===== config.mk =====
export PLATFORM = sky130hd
export DESIGN_NAME = ws2812_frame_ctrl
export DESIGN_NICKNAME = d
export VERILOG_FILES = /design/src/rtl/ws2812_frame_ctrl.sv
export SDC_FILE = /design/constraint.sdc
export NUM_CORES = 1
export LEC_CHECK = 0
export CAP_MARGIN = 40
export CORE_MARGIN = 2
export CORE_UTILIZATION = 40
export CTS_CLUSTER_SIZE = 12
export DETAILED_ROUTE_END_ITERATION = 8
export PLACE_DENSITY = 0.62
export SETUP_SLACK_MARGIN = 0.2
export SLEW_MARGIN = 20
export SYNTH_ARGS = -nofsm -noshare
export SYNTH_HDL_FRONTEND = slang
export SYNTH_SLANG_ARGS = --single-unit

===== constraint.sdc =====
create_clock -name clk -period 10.9 [get_ports clk]
set_clock_uncertainty 0.05 [all_clocks]
set_input_delay 1.635 -clock clk [delete_from_list [all_inputs] [get_ports clk]]
set_output_delay 1.635 -clock clk [all_outputs]
set_load 0.02 [all_outputs]

===== src/rtl/ws2812_frame_ctrl.sv =====
// WS2812 frame sequencer: holds a host-written GRB pixel buffer and feeds it to the
// RZ_Code encoder one word per load strobe, then holds the line idle for the latch gap.
module ws2812_frame_ctrl #(
  parameter int NUM_LEDS     = 8,
  parameter int ADDR_W       = 3,
  parameter int PIXEL_CYCLES = 1500,
  parameter int RESET_CYCLES = 2500,
  parameter int CNT_W        = 12
) (
  input  logic              clk,
  input  logic              rst,
  input  logic              start,
  input  logic              wr_en,
  input  logic [ADDR_W-1:0] wr_addr,
  input  logic [23:0]       wr_data,
  output logic              busy,
  output logic              frame_done,
  output logic [23:0]       rgb,
  output logic              load,
  output logic [ADDR_W-1:0] led_idx
);

  typedef enum logic [1:0] {IDLE, LOAD, SHIFT, LATCH} state_t;

  localparam logic [ADDR_W-1:0] LAST_IDX  = ADDR_W'(NUM_LEDS - 1);
  localparam logic [CNT_W-1:0]  SHIFT_END = CNT_W'(PIXEL_CYCLES - 2);
  localparam logic [CNT_W-1:0]  LATCH_END = CNT_W'(RESET_CYCLES - 1);

  state_t           state;
  logic [CNT_W-1:0] timer;
  logic [23:0]      pix_buf [2**ADDR_W];

  // Only the first NUM_LEDS entries are writable; higher addresses are dropped.
  always_ff @(posedge clk or posedge rst) begin
    if (rst) begin
      pix_buf <= '{default: '0};
    end else begin
      for (int i = 0; i < NUM_LEDS; i++) begin
        if (wr_en && wr_addr == ADDR_W'(i)) pix_buf[i] <= wr_data;
      end
    end
  end

  always_ff @(posedge clk or posedge rst) begin
    if (rst) begin
      state      <= IDLE;
      busy       <= 1'b0;
      frame_done <= 1'b0;
      load       <= 1'b0;
      rgb        <= '0;
      led_idx    <= '0;
      timer      <= '0;
    end else begin
      frame_done <= 1'b0;
      load       <= 1'b0;
      case (state)
        IDLE: begin
          if (start) begin
            state   <= LOAD;
            led_idx <= '0;
            rgb     <= pix_buf[0];
            load    <= 1'b1;
            busy    <= 1'b1;
          end
        end
        LOAD: begin
          timer <= '0;
          state <= SHIFT;
        end
        SHIFT: begin
          // Ending SHIFT one count early makes LOAD+SHIFT exactly PIXEL_CYCLES long.
          if (timer == SHIFT_END) begin
            if (led_idx < LAST_IDX) begin
              led_idx <= led_idx + 1'b1;
              rgb     <= pix_buf[led_idx + 1'b1];
              load    <= 1'b1;
              state   <= LOAD;
            end else begin
              timer <= '0;
              state <= LATCH;
            end
          end else begin
            timer <= timer + 1'b1;
          end
        end
        LATCH: begin
          if (timer == LATCH_END) begin
            state      <= IDLE;
            busy       <= 1'b0;
            frame_done <= 1'b1;
          end else begin
            timer <= timer + 1'b1;
          end
        end
        default: state <= IDLE;
      endcase
    end
  end

endmodule


==> summary.txt <==
Floorplanning
  – Chip width: 167 um
  – Row count: 59
  – Die H: 167 um
  – I/O pin total: approximately 60
  – Initial core utilization: 40.9%
  – Core Area: 26100 sq um
  – DIE AREA: 28000 sq um

Clocking
  – CTS clk-pin slew, worst paths: 0.06 ns
  – Resized cells post-CTS: 0
  – # Post-CTS Setup Buffers: 0
  – Worst skew pair latency: 0.53 ns
  – CTS sink count: 236
  – Total CTS buffers: 26
  – Root buf cell: clkbuf_16
  – Worst-case clock buffer depth: 3
  – H-tree depth: 1
  – Cts hold-fix bufs: 0
  – CTS tree: built

Critical path
  – Crit path max fanout: 6
  – Critical path launch point: led_idx[2]$_DFFE_PP0P_
  – CP endpoint kind: primary output
  – Crit path DAT: 1.70 ns
  – Critical Path Slowest Stage Cell: clkdlybuf4s50_1
  – R2R Setup Slk: a little under 8 ns
  – Crit path largest cell delay: ~0.67 ns
  – Worst setup path class: flip-flop to primary output
  – R2r startpoint: led_idx[0]$_DFFE_PP0P_
  – Buf+Inv Stages, Crit Path: 1
  – CP Data Required Time: ~9 ns
  – Critical R2R Capture: rgb[21]$_DFFE_PP0P_
  – Reg2reg path depth: 6
  – Startpoint type of the worst setup path: flip-flop
  – Top delay family on crit path: buffers and inverters
  – CP Cell Sequence: clkdlybuf4s50_1

Yosys
  – Synth Net Count: 780
  – Synthesized flop and latch total: 236
  – Synth Warn #: 0
  – Top-count cell post-synth: dfrtp_1
  – Synth area leaders: dfrtp_1 55%, mux2_2 23%, mux4_2 10%
  – Avg Cell Area, Syn: 14.3 sq um
  – Post-synth top area share: 55.2%
  – Synth Flop Type: dfrtp_1
  – Post-synthesis async set-or-reset flop share: 100%
  – Commonest cells post-synth: 236 x dfrtp_1, 216 x mux2_2, 58 x nand2_1, 48 x mux4_2, 36 x nor2_1
  – Register area share after synthesis: 55.2%
  – Synth area leader: dfrtp_1
  – Post-synth EDFFs: 0
  – Cells after Synth: ~750
  – Netlist cell types: 36
  – Syn Std Cell Area: roughly 11000 sq um

Drt
  – Vias per cell: 5.48
  – DRT Wirelength: 23800 um
  – 1st-pass router iterations: 6
  – Vias: 6351
  – Drt first-iter violations: 320
  – Routed len/inst: 20.5 um
  – DRT antenna net count: 0
  – DRC: 8

Layout
  – Fillers: 2341
  – Syn-to-layout area delta: 17.7%
  – Register Area: 5910 sq um
  – Finished Cell Area: 12600 sq um
  – Fraction of layout cells with a size suffix above 1: 40.1%
  – Multi-input gate area: 4610 sq um
  – Final nets: 843
  – Post-Layout Cell Count: approximately 1200

STA
  – Max frequency: 295 MHz
  – Worst-margin pin slew: 0.870 ns
  – Setup slack after layout: between 7 and 8 ns
  – RSZ-0062 raised after global routing: false
  – Tmin final: 3.39 ns
  – Hold WS: 0.450 ns
  – Hold Fails Final Rpt: 0
  – Fin crit share: 31.1%
  – Final setup viols: 0
  – Pins Over Slew Limit: 0
  – Final TNS setup: 0 ns
  – Slew margin rel.: 41.9%

Flow run
  – # Max-Cap Violations: 0

Global route
  – Initial antenna violation count: 1
  – Vias in the first global route: 6676
  – Largest net degree at the start of global routing: 102
  – Gr usage total: 17.6%
  – First-pass GRT wire length: roughly 39000 um
  – GR Overflow Total: 0

Worst hold path
  – Worst Hold Depth: 1
  – Worst Hold End: pix_buf[105]$_DFFE_PP0P_
  – Hold path start: pix_buf[105]$_DFFE_PP0P_
  – Hold WC Path Type: flip-flop to flip-flop

Placement
  – Pre-CTS WS: between 6 and 7 ns
  – Cell count after placement: 1115
  – Cell Area, Placed: between 10000 and 15000 sq um
  – PortBufs: 60
  – RePlAce Congestion: 0.750
  – HPWL after detailed placement: 13500 um

Status
  – Status: finished, violations left
  – Violated checks: design-rule violations

Power
  – Max VDD drop: 0.121 mV
  – Pwr dens: 178 nW/um^2
  – Leakage: 5.15 nW
==> metal layers <==
metal / global-route usage, % / part of all wire [%] / up-vias
met2: 28.6 / 48 / 85
li1: - / - / 2871
met5: 0 / 0 / -
met4: 3.48 / 1.5 / 0
met3: 2.41 / 2.9 / 23
met1: 25.7 / 48 / 3372
==> report_power, final <==
part / internal (mW) / switching [mW]
sequential: 1.03 / 0.0794
clock: 0.484 / 0.338
combinational: 0.209 / 0.0952
total: 1.73 / 0.512
==> final cells by class <==
cell class                 count  share of cell area (%)
inverter                       7                   0.269
antenna                        1                  0.0199
tap                          335                    3.33
timing repair buffer          79                    6.48
sequential                   236                    47.0
clock inverter                 5                   0.487
multi-input combinational    459                    36.6
clock buffer                  36                    5.79
==> cell usage in the layout, fill, tap and decap left out, types with 4 or more instances in the layout <==
cell type,Yosys,final
dfrtp_1,236,235
mux2_2,216,216
clkdlybuf4s50_1,0,60
nand2_1,58,57
mux4_2,48,48
nor2_1,36,35
clkbuf_16,0,26
a31oi_1,25,25
buf_4,0,15
o21ai_0,7,7
a21oi_1,7,7
or4_1,6,6
inv_1,7,6
clkbuf_1,32,6
nand2b_1,5,5
nand3_1,5,5
nor3_1,7,5
o31ai_1,5,5
clkbuf_8,0,4
==> through the flow <==
stage / total power [mW] / util (%)
2_1_floorplan: 1.35 / -
3_3_place_gp: 1.42 / 44.7
3_5_place_dp: 1.43 / 45.0
4_1_cts: 2.26 / 48.0
5_1_grt: 2.35 / 48.1
6_report: 2.24 / 48.1
==> cell families (layout without fill, tap and decap cells) <==
group                    Yosys count  after routing  synth area share (%)
adder cells (fa/ha/maj)            3              3                 0.351
AND/OR/NAND/NOR                  135            135                  5.84
other                              0              1                     0
flip-flops                       236            236                  55.2
AO/OA/AOI/OAI                     49             49                  2.95
XOR/XNOR                           5              5                 0.410
multiplexers                     267            267                  33.1
buffers and inverters             51            127                  2.05
==> worst max path at each step <==
stage / to / slack (ns) / cells after the start
floorplan: busy$_DFFE_PP0P_ / 2.74 / 1
global route: led_idx[2] / 7.43 / 1
finish: led_idx[2] / 7.51 / 1
global placement: pix_buf[6]$_DFFE_PP0P_ / 7.08 / 4
detailed placement: pix_buf[7]$_DFFE_PP0P_ / 6.99 / 4
CTS: led_idx[2] / 7.48 / 1
==> registers in the layout, indices dropped and copies added (netlist names) <==
register / count
timer: 12
load: 1
led_idx: 3
frame_done: 1
busy: 1
rgb: 24
state: 2
pix_buf: 192
Note: power is estimated with default switching activity, not from simulation.
